### src/rtl/uart_tx_feeder_pkg.sv
// Shared definitions for the UART transmit feeder: FSM state encoding and default widths.
package uart_tx_feeder_pkg;

  typedef enum logic {
    ST_IDLE = 1'b0,
    ST_BUSY = 1'b1
  } state_t;

  localparam int UART_DBIT   = 8;
  localparam int UART_FIFO_W = 4;

endpackage

### src/rtl/uart_tx_feeder_fifo_sync.sv
// Synchronous show-ahead FIFO: the head word is visible on rdata whenever empty is low.
module fifo_sync #(
  parameter int D_BIT  = 8,
  parameter int ADDR_W = 4
) (
  input  logic              clk,
  input  logic              reset,
  input  logic              wr,
  input  logic              rd,
  input  logic [D_BIT-1:0]  wdata,
  output logic [D_BIT-1:0]  rdata,
  output logic              full,
  output logic              empty,
  output logic [ADDR_W:0]   count
);

  localparam int DEPTH = 1 << ADDR_W;

  logic [D_BIT-1:0]  mem [0:DEPTH-1];
  logic [ADDR_W-1:0] wr_ptr;
  logic [ADDR_W-1:0] rd_ptr;
  logic              wr_ok;
  logic              rd_ok;

  // Full/empty gate the requests using the pre-edge occupancy, so a full FIFO never writes through.
  assign wr_ok = wr && !full;
  assign rd_ok = rd && !empty;
  assign full  = (count == DEPTH[ADDR_W:0]);
  assign empty = (count == '0);
  assign rdata = mem[rd_ptr];

  always_ff @(posedge clk) begin
    if (!reset) begin
      wr_ptr <= '0;
      rd_ptr <= '0;
      count  <= '0;
    end else begin
      if (wr_ok) wr_ptr <= wr_ptr + 1'b1;
      if (rd_ok) rd_ptr <= rd_ptr + 1'b1;
      case ({wr_ok, rd_ok})
        2'b10:   count <= count + 1'b1;
        2'b01:   count <= count - 1'b1;
        default: count <= count;
      endcase
    end
  end

  always_ff @(posedge clk) begin
    if (wr_ok) mem[wr_ptr] <= wdata;
  end

endmodule

### src/rtl/uart_tx_feeder.sv
// Buffered UART transmit front end: FIFO plus a two-state drain FSM.
// Optional watchdog on stuck frames enabled by defining UART_TX_FEEDER_TIMEOUT_EN.
import uart_tx_feeder_pkg::*;

module uart_tx_feeder #(
  parameter int D_BIT     = UART_DBIT,
  parameter int FIFO_W    = UART_FIFO_W,
  parameter int TO_CYCLES = 32768,
  parameter int TO_W      = 16
) (
  input  logic              clk,
  input  logic              reset,
  input  logic              wr_en,
  input  logic [D_BIT-1:0]  wr_data,
  input  logic              tx_done_tick,
  output logic              tx_start,
  output logic [D_BIT-1:0]  tx_din,
  output logic              full,
  output logic              empty,
  output logic [FIFO_W:0]   count,
  output logic              busy,
  output logic              overflow,
  input  logic              ovf_clr,
  output logic              tx_timeout
);

  state_t           state, state_nxt;
  logic             pop;
  logic [D_BIT-1:0] head;
  logic [D_BIT-1:0] din_nxt;
  logic             start_nxt;
  logic             busy_nxt;

  fifo_sync #(
    .D_BIT  (D_BIT),
    .ADDR_W (FIFO_W)
  ) u_fifo (
    .clk   (clk),
    .reset (reset),
    .wr    (wr_en),
    .rd    (pop),
    .wdata (wr_data),
    .rdata (head),
    .full  (full),
    .empty (empty),
    .count (count)
  );

`ifdef UART_TX_FEEDER_TIMEOUT_EN
  logic [TO_W-1:0] to_cnt, to_cnt_nxt;
  logic            to_flag, to_flag_nxt;
  assign tx_timeout = to_flag;
`else
  assign tx_timeout = 1'b0;
`endif

  always_comb begin
    state_nxt = state;
    busy_nxt  = busy;
    start_nxt = 1'b0;
    din_nxt   = tx_din;
    pop       = 1'b0;
`ifdef UART_TX_FEEDER_TIMEOUT_EN
    to_cnt_nxt  = to_cnt;
    to_flag_nxt = to_flag;
`endif
    case (state)
      ST_IDLE: begin
        if (!empty) begin
          pop       = 1'b1;
          din_nxt   = head;
          start_nxt = 1'b1;
          busy_nxt  = 1'b1;
          state_nxt = ST_BUSY;
`ifdef UART_TX_FEEDER_TIMEOUT_EN
          to_cnt_nxt = '0;
`endif
        end
      end
      ST_BUSY: begin
        if (tx_done_tick) begin
          busy_nxt  = 1'b0;
          state_nxt = ST_IDLE;
`ifdef UART_TX_FEEDER_TIMEOUT_EN
        // Abandon the frame after TO_CYCLES busy cycles; the popped byte is lost.
        end else if (to_cnt == TO_W'(TO_CYCLES - 1)) begin
          busy_nxt    = 1'b0;
          state_nxt   = ST_IDLE;
          to_flag_nxt = 1'b1;
        end else begin
          to_cnt_nxt = to_cnt + 1'b1;
`endif
        end
      end
      default: state_nxt = ST_IDLE;
    endcase
  end

  always_ff @(posedge clk) begin
    if (!reset) begin
      state    <= ST_IDLE;
      tx_start <= 1'b0;
      tx_din   <= '0;
      busy     <= 1'b0;
`ifdef UART_TX_FEEDER_TIMEOUT_EN
      to_cnt   <= '0;
      to_flag  <= 1'b0;
`endif
    end else begin
      state    <= state_nxt;
      tx_start <= start_nxt;
      tx_din   <= din_nxt;
      busy     <= busy_nxt;
`ifdef UART_TX_FEEDER_TIMEOUT_EN
      to_cnt   <= to_cnt_nxt;
      to_flag  <= to_flag_nxt;
`endif
    end
  end

  // A drop on the same edge as a clear keeps the flag set.
  always_ff @(posedge clk) begin
    if (!reset)              overflow <= 1'b0;
    else if (wr_en && full)  overflow <= 1'b1;
    else if (ovf_clr)        overflow <= 1'b0;
  end

endmodule

### config.mk
export PLATFORM = sky130hd
export DESIGN_NAME = uart_tx_feeder
export DESIGN_NICKNAME = d
export VERILOG_FILES = /design/src/rtl/uart_tx_feeder_pkg.sv /design/src/rtl/uart_tx_feeder_fifo_sync.sv /design/src/rtl/uart_tx_feeder.sv
export SDC_FILE = /design/constraint.sdc
export NUM_CORES = 1
export LEC_CHECK = 0
export CAP_MARGIN = 20
export CORE_ASPECT_RATIO = 1.75
export CORE_MARGIN = 3
export CORE_UTILIZATION = 44
export CTS_BUF_LIST = sky130_fd_sc_hd__clkbuf_2 sky130_fd_sc_hd__clkbuf_4 sky130_fd_sc_hd__clkbuf_8
export CTS_CLUSTER_DIAMETER = 50
export DETAILED_ROUTE_END_ITERATION = 10
export PLACE_DENSITY = 0.61
export SYNTH_ARGS = -nofsm -noshare
export SYNTH_HDL_FRONTEND = slang
export SYNTH_SLANG_ARGS = --single-unit
### constraint.sdc
create_clock -name clk -period 5.2 [get_ports clk]
set_clock_uncertainty 0.1 [all_clocks]
set_input_delay 1.56 -clock clk [delete_from_list [all_inputs] [get_ports clk]]
set_output_delay 1.56 -clock clk [all_outputs]
set_load 0.02 [all_outputs]
== Word level (Yosys, flattened, before mapping) ==
Memories as Yosys holds them, arrays and structs flattened. A register that Yosys moved wholly into a read port is not among the register bits.
Index checks and enable logic that the tools add are counted.

* Register bits after elaboration: 17
* Memory bits (writable): 128
* Output and inout port bits: 19
* Memories: 1

{| class="wikitable"
|+ Memories
! memory !! depth !! bits a word !! read ports !! clocked after memory_dff !! wr ports !! line !! text
|-
| u_fifo.mem || 16 || 8 || 1 || 1 || 1 || uart_tx_feeder_fifo_sync.sv:19 || <nowiki>logic [D_BIT-1:0] mem [0:DEPTH-1];</nowiki>
|}

* $add $sub $neg: 4
* Equality and inequality tests: 5
* Muxes and demuxes: 12
* Bitwise gates (word level): 2
* Reductions and logical operators: 11

{| class="wikitable"
|+ Operators with widths
! cell !! count
|-
| 5-bit case mux with 2 select lines || 1
|-
| 1-bit two-way mux || 9
|-
| 4-bit by 1-bit adder with 4-bit output (second input constant) || 2
|-
| 5-bit by 1-bit adder with 5-bit output (second input constant) || 1
|-
| 5-bit == test (second input constant) || 1
|-
| 5-bit zero test || 1
|-
| 5-bit by 1-bit subtractor with 5-bit output (second input constant) || 1
|-
| 2-bit != test (second input constant) || 2
|-
| 1-bit case mux with 2 select lines || 2
|-
| 2-bit AND reduction || 2
|-
| 2-bit nonzero test || 2
|-
| 1-bit logical AND || 3
|-
| 1-bit zero test || 3
|-
| 2-bit by 1-bit == test with 1-bit output (second input constant) || 1
|-
| 2-bit == test (second input constant) || 1
|-
| 1-bit NOT || 2
|}

== Logic depth before layout (Yosys ltp) ==
Gate-level depths: netlist (run 1).

* Word-level depth: 6
* Gate-level depth with buffers: 12

== By module ==
From an unflattened synthesis (run 1), not the netlist that was laid out.

* Cells, all modules: 360
* Area total of the unflattened synthesis: 6500.0 um2

{| class="wikitable"
|+ By module, submodules not included
! module !! instances !! cells each !! area an instance (um2)
|-
| fifo_sync || 1 || 307 || 5967.0
|-
| uart_tx_feeder || 1 || 53 || 533.0
|}

== Least setup slack after synthesis (run 1) ==
Ideal clock, no wire load.

* Path type: input to register
* From: input port wr_en
* To: register u_fifo.count[4]
* Library setup time: 0.072 ns
* Data arrival time: 3.326 ns
* Path slack: 1.702 ns
* Stages on the path: 10
* Path buffers: 1
* Cells stage by stage: a21boi_2 inv_1 ha_1 clkbuf_1 xor2_1 ha_1 a21oi_1 or3_1 a31oi_1 mux2i_1

* Longest elaborated chain between the ends: 3

{| class="wikitable"
|+ Ends and longest elaborated chain
! what !! line !! text
|-
| start: declaration || uart_tx_feeder.sv:13 || <nowiki>input logic wr_en,</nowiki>
|-
| 1-bit logical AND (*) || uart_tx_feeder_fifo_sync.sv:26 || <nowiki>assign wr_ok = wr && !full;</nowiki>
|-
| 2-bit by 1-bit == test with 1-bit output or 2-bit == test (tied branches) || uart_tx_feeder_fifo_sync.sv:40 || <nowiki>case ({wr_ok, rd_ok})</nowiki>
|-
| 5-bit case mux with 2 select lines or 2-bit nonzero test (tied branches) || n/a ||
|-
| end signal: assignment || uart_tx_feeder_fifo_sync.sv:41 || <nowiki>2'b10: count <= count + 1'b1;</nowiki>
|-
| end signal: assignment || uart_tx_feeder_fifo_sync.sv:42 || <nowiki>2'b01: count <= count - 1'b1;</nowiki>
|-
| end signal: assignment || uart_tx_feeder_fifo_sync.sv:43 || <nowiki>default: count <= count;</nowiki>
|-
| end: declaration || uart_tx_feeder_fifo_sync.sv:14 || <nowiki>output logic [ADDR_W:0] count</nowiki>
|}

Every way passes the cells marked *; elsewhere a longest branch is shown, timed or not.
A chain may end at the register's enable or synchronous reset.

== Final worst setup path (run 1) ==
* From: register u_fifo.count[2]
* To: output port empty

* Longest elaborated chain between the ends: 1

{| class="wikitable"
|+ Ends and longest elaborated chain
! what !! line !! text
|-
| 5-bit zero test || uart_tx_feeder_fifo_sync.sv:29 || <nowiki>assign empty = (count == '0);</nowiki>
|-
| end: declaration || uart_tx_feeder.sv:19 || <nowiki>output logic empty,</nowiki>
|}

No other way between the ends.

==> flow_metrics.tcl, run 1 <==
set metrics [dict create \
    outcome "finished clean" \
    dr.first_iter.drc_count 237 \
    ant_nets 0 \
    critPathLaunchType "flop" \
    cp_max_fo 12 \
    cts_buffers 17 \
    cts-resized-gates 0 \
    wl_per_cell_um 20.7 \
    syn_inst 411 \
    worst_slew_pin_slew_ns 1.02 \
    clk_pin_slew_worst_paths_ns 0.08 \
    die_area_sq_mm 0.0156 \
    grt_pass1_vias 3566 \
    met3_usage_pct 3.14 \
    grt_max_degree 43 \
    min_period_ns 3.91 \
    port_buffers 30 \
    synth_top_flop_cell "edfxtp_1" \
    critPathCaptureType "primary output" \
    power.density_mw_per_mm2 465 \
    hold_depth 2 \
    tritoncts "built" \
    clkPwrFrac_pct 28.0 \
    nets 460 \
    place_congestion 0.788 \
    clock_path_buffers 2 \
    syn_to_final_growth_pct 13.5 \
    slew_viol_final 0 \
    fin_crit_sh_pct 75.3 \
    grt_pass1_wl_mm 20.1 \
    netlist_area_sq_mm 0.00618 \
    finalHoldViolations 0 \
    synth_top_area_share_pct 62.2 \
    sequentialPowerShare_pct 46.6 \
    placed_cell_area_sq_mm 0.00661 \
    p_total_w 0.00326 \
    rsz0062_at_grt "false" \
    vias 3460 \
    worst_hold_path_type "flop to flop" \
    grt_overflow 0 \
    syn-num-nets 432 \
    root_buffer "clkbuf_8" \
    postCtsHoldBufs 0 \
    busiest_layer "met2" \
    clk_latency_ns 0.44 \
    intPower_w 0.00224 \
    reg2reg_depth 10 \
    initial_core_util_pct 45.5 \
    fmax_ghz 0.256 \
    drt-total-wl_mm 13.0 \
    yosys-top-cells-area "edfxtp_1 (62%), mux2i_1 (11%), dfxtp_1 (8.1%)" \
    utilization_pct 51.6 \
    cts_setup_buffers 0 \
    netSwitchingPower_w 0.00102 \
    hpwlAfterDp_mm 8.85 \
    p_sw_share_pct 31.3 \
    antenna_found_initial 0 \
    use_met2_pct 32.4 \
    fillers 1162 \
    cap_violations 0 \
    ys_ff_latch 153 \
    fp.coreArea_sq_mm 0.0136 \
    synthMostInstantiatedCell "edfxtp_1" \
    ir_drop_uv 385 \
    viasPerCell 5.53 \
    worstSetupPathType "flop to primary output" \
    final_cell_area_sq_mm 0.00702 \
    setup_viol_count_final 0 \
    drive_gt1_share_pct 9.07 \
    syn_area_per_cell_sq_um 15.0 \
    yosys_warnings 0 \
    row_count 56 \
    fin_tns_setup_ns 0 \
    htree_levels 4 \
    combPwrFrac_pct 25.4 \
    yosysTopAreaCell "edfxtp_1" \
    die_h_um 163 \
    synth_edf_count 128 \
    cp.required_ns 3.54 \
    num_antenna_cells 0 \
    async_reset_ff_share_pct 0 \
    seq_area_frac_synth_pct 70.3 \
    met1_usage_pct 20.6 \
    gr-usage-all-layers_pct 18.1 \
    io_pins 32 \
    relSlewSlack_pct 31.2 \
    dieWidth_um 95.6 \
    drc 0 \
    ys_types 38 \
    yosys-top-cells-count "edfxtp_1 (128), mux2i_1 (69), o22ai_1 (33), nor2_1 (27), dfxtp_1 (25)" \
    p_leak_nw 2.16 \
    drtPass1Iterations 4 \
    clock_sinks 153 \
    worstPathArrival_ns 2.25 \
]
==> power groups by stage <==
stage	logic, W	clock network (W)	registers (W)
6_report	0.000828	0.000912	0.00152
5_1_grt	0.000910	0.000982	0.00154
4_1_cts	0.000835	0.000929	0.00152
3_5_place_dp	0.000830	0	0.00155
3_3_place_gp	0.000816	0	0.00155
2_1_floorplan	0.000525	0	0.00155
==> worst max-delay path: stages (launching register included) <==
cell and delay, ns:
dfxtp_1 0.45, or4_4 0.58, nor2_1 0.16, clkdlybuf4s50_1 0.63
==> final cells by class <==
type | count | area (sq um) | area share [%]
flip-flops and latches | 153 | 4350 | 62.0
multi-input cells | 226 | 1680 | 23.9
repair buffers | 35 | 338 | 4.82
clock buffers | 17 | 234 | 3.34
well taps | 174 | 218 | 3.10
clock inverters | 15 | 176 | 2.51
inverters | 6 | 22.5 | 0.321
==> state kept, by name, indices dropped and copies added (netlist names) <==
register,count
state,1
busy,1
tx_din,8
u_fifo.wr_ptr,4
tx_start,1
u_fifo.count,5
overflow,1
u_fifo.rd_ptr,4
u_fifo.mem,128
==> metrics by stage <==
step / cells / setup slack, ns / hold slack (ns)
final: 626 / 1.29 / 0.437
after global routing: 626 / 1.15 / 0.462
after CTS: 626 / 1.25 / 0.449
after detailed placement: 594 / 0.930 / 0.424
after global placement: 594 / 0.950 / 0.387
after floorplan: 411 / 1.70 / 0.414
==> kinds of logic after synthesis <==
| group | share of synthesized area, % |
|---|---|
| flip-flops | 70.3 |
| buffers and inverters | 2.63 |
| AND/OR/NAND/NOR | 6.15 |
| other | 0.0607 |
| adder cells (fa/ha/maj) | 1.62 |
| XOR/XNOR | 1.27 |
| multiplexers | 11.2 |
| AO/OA/AOI/OAI | 6.82 |
==> path summary, 6_finish.rpt <==
| kind | from | end | slack (ns) |
|---|---|---|---|
| max | u_fifo.count[2] | empty | 1.29 |
| min | busy | busy | 0.44 |
| max reg2reg | u_fifo.count[2] | u_fifo.count[2] | 2.35 |
| min reg2reg | busy | busy | 0.44 |
==> metal layers <==
layer  vias to the layer above  part of all wire, %  wire (um)
li1                       1638                    -          -
met1                      1718                   38       4980
met2                        83                   56       7320
met3                        21                  2.4        316
met4                         0                  2.8        361
met5                         -                    0          0
==> cells in the final DEF (no fill, tap or decap), drive strengths merged, types with 2 or more instances in the layout <==
cell type	count
a21oi	13
or3	3
nand2	9
buf	5
nor2b	3
xnor2	4
clkinv	7
o211ai	2
o21ai	10
o22ai	33
nor2	27
ha	8
dfxtp	25
inv	8
clkbuf	17
edfxtp	128
clkinvlp	3
a22oi	2
nor3	7
mux2i	69
bufinv	3
nor4	9
or3b	3
nand3	2
nand3b	3
xor2	5
a211oi	3
nand2b	3
clkdlybuf4s50	30
Note: power is estimated with default switching activity, not from simulation.
==> run 2, diff against run 1 <==
Clock period 5.2 ns to 3.7 ns, I/O delays scaled along.
==> run 2 against run 1 <==
Largest cell class unchanged. Critical path type unchanged. Core utilization increased by 0.59 points. Setup slack worse by 1.0 ns. Highest routed layer unchanged. Non-clock buffer count increased by 17. Sequential power up 40%. Routed wire length is 0.85% lower. Cell count up 2.7%. Register-to-register slack worse by 1.4 ns.
==> flow_metrics.tcl, run 2 (synthesis gave the netlist of run 1 again) <==
set metrics [dict create \
    outcome "finished clean" \
    viasPerCell 5.42 \
    crit_chain "or4_4 > nor2_1 > clkdlybuf4s50_1" \
    cts_setup_buffers 0 \
    min_from "busy" \
    worstSetupPathType "flop to primary output" \
    hold_depth 2 \
    min_period_ns 3.44 \
    setup_viol_count_final 0 \
    worstPathArrival_ns 2.23 \
    gr-usage-all-layers_pct 18.3 \
    fin_tns_setup_ns 0 \
    p_leak_nw 2.22 \
    num_antenna_cells 0 \
    power.density_mw_per_mm2 623 \
    cp.required_ns 2.49 \
    fmax_ghz 0.291 \
    cp_max_fo 12 \
    syn_to_final_growth_pct 14.8 \
    dr.first_iter.drc_count 199 \
    postCtsHoldBufs 0 \
    grt_pass1_vias 3660 \
    grt_max_degree 47 \
    place_congestion 0.790 \
    final_cell_mix "edfxtp_1 (128), mux2i_1 (69), o22ai_1 (33)" \
    antenna_found_initial 0 \
    layout_commonest_cell "edfxtp_1" \
    hold_slack_ns 0.410 \
    largest_reg_flops 128 \
    hold_end "busy" \
    clock_path_buffers 2 \
    die_area_sq_mm 0.0156 \
    hpwlAfterDp_mm 8.90 \
    htree_levels 4 \
    critPathCaptureType "primary output" \
    rsz0062_at_grt "false" \
    io_pins 32 \
    regMostFlops "u_fifo.mem" \
    crit_family "simple AND/OR/NAND/NOR gates" \
    dieWidth_um 95.6 \
    initial_core_util_pct 45.5 \
    slew_viol_final 0 \
    vias 3486 \
    worst_hold_path_type "flop to flop" \
    die_h_um 163 \
    r2r_slack_ns 0.94 \
    cap_violations 0 \
    crit_path_max_incr_delay_ns 0.62 \
    utilization_pct 52.2 \
    reg.largest.list "u_fifo.mem (128), tx_din (8), u_fifo.count (5)" \
    clk_pin_slew_worst_paths_ns 0.09 \
    ir_drop_uv 686 \
    fp.coreArea_sq_mm 0.0136 \
    row_count 56 \
    critPathLaunchType "flop" \
    worstReg2RegStart "u_fifo.count[2]" \
    grt_pass1_wl_mm 20.3 \
    root_buffer "clkbuf_8" \
    place_ws_ns 0.194 \
    grt_overflow 0 \
    fin_crit_sh_pct 93.0 \
    cts_buffers 17 \
    clock_sinks 153 \
    drive_gt1_share_pct 13.0 \
    nets 477 \
    cts-resized-gates 0 \
    port_buffers 30 \
    crit_buf_inv 1 \
    ant_nets 0 \
    drc 0 \
    reg2reg_to "u_fifo.count[4]" \
    slowest_stage "clkdlybuf4s50_1" \
    clk_latency_ns 0.44 \
    reg2reg_depth 10 \
    layout_setup_ws_ns 0.260 \
    relSlewSlack_pct 47.2 \
    cp.depth 3 \
    worst_slew_pin_slew_ns 0.792 \
    wl_per_cell_um 20.0 \
    drtPass1Iterations 4 \
    finalHoldViolations 0 \
    tritoncts "built" \
    drt-total-wl_mm 12.9 \
]
## run 2: area by class of cell
cell class | instances | area (sq um)
clock buffer | 18 | 248
clock inverter | 14 | 115
inverter | 6 | 22.5
multi-input combinational | 226 | 1680
tap | 174 | 218
timing repair buffer | 52 | 465
fill | 1179 | 6500
sequential | 153 | 4350
## run 2: routing by layer
layer / vias up / wire (um) / global-route usage [%]
met5: - / 0 / 0
met4: 0 / 201 / 5.51
met3: 13 / 451 / 4.48
met2: 75 / 7420 / 33.5
met1: 1736 / 4800 / 20.3
li1: 1662 / - / -
## run 2: power by group
| part | total [W] | internal (W) | switching, W |
|---|---|---|---|
| Sequential | 0.00213 | 0.00200 | 0.000140 |
| Clock | 0.00112 | 0.000492 | 0.000628 |
| Combinational | 0.00117 | 0.000492 | 0.000675 |
| Total | 0.00442 | 0.00298 | 0.00144 |
## run 2: worst max path at each step
stage | slack, ns | start | end
finish | 0.26 | u_fifo.count[2] | empty
global route | 0.15 | u_fifo.count[2] | full
CTS | 0.21 | u_fifo.count[2] | empty
detailed placement | 0.19 | wr_en | u_fifo.count[4]
global placement | 0.28 | wr_en | u_fifo.count[4]
floorplan | 0.65 | wr_en | u_fifo.count[4]
## run 2: metrics by stage
| step | cells | total power (W) | area, sq um |
|---|---|---|---|
| 5_1_grt | 643 | 0.00467 | 7100 |
| 6_report | 643 | 0.00442 | 7100 |
| 2_1_floorplan | 411 | 0.00292 | 6180 |
| 3_3_place_gp | 611 | 0.00333 | 6730 |
| 4_1_cts | 643 | 0.00447 | 7100 |
| 3_5_place_dp | 611 | 0.00336 | 6730 |
## run 2: worst reg2reg max path, stage by stage (launching register included)
cell and delay (ns):
dfxtp_1 0.44, nor4_4 0.42, a21boi_2 0.11, inv_1 0.09
ha_1 0.33, xor2_1 0.18, ha_1 0.16, a21oi_1 0.07
or3_1 0.37, a31oi_1 0.22, mux2i_1 0.20
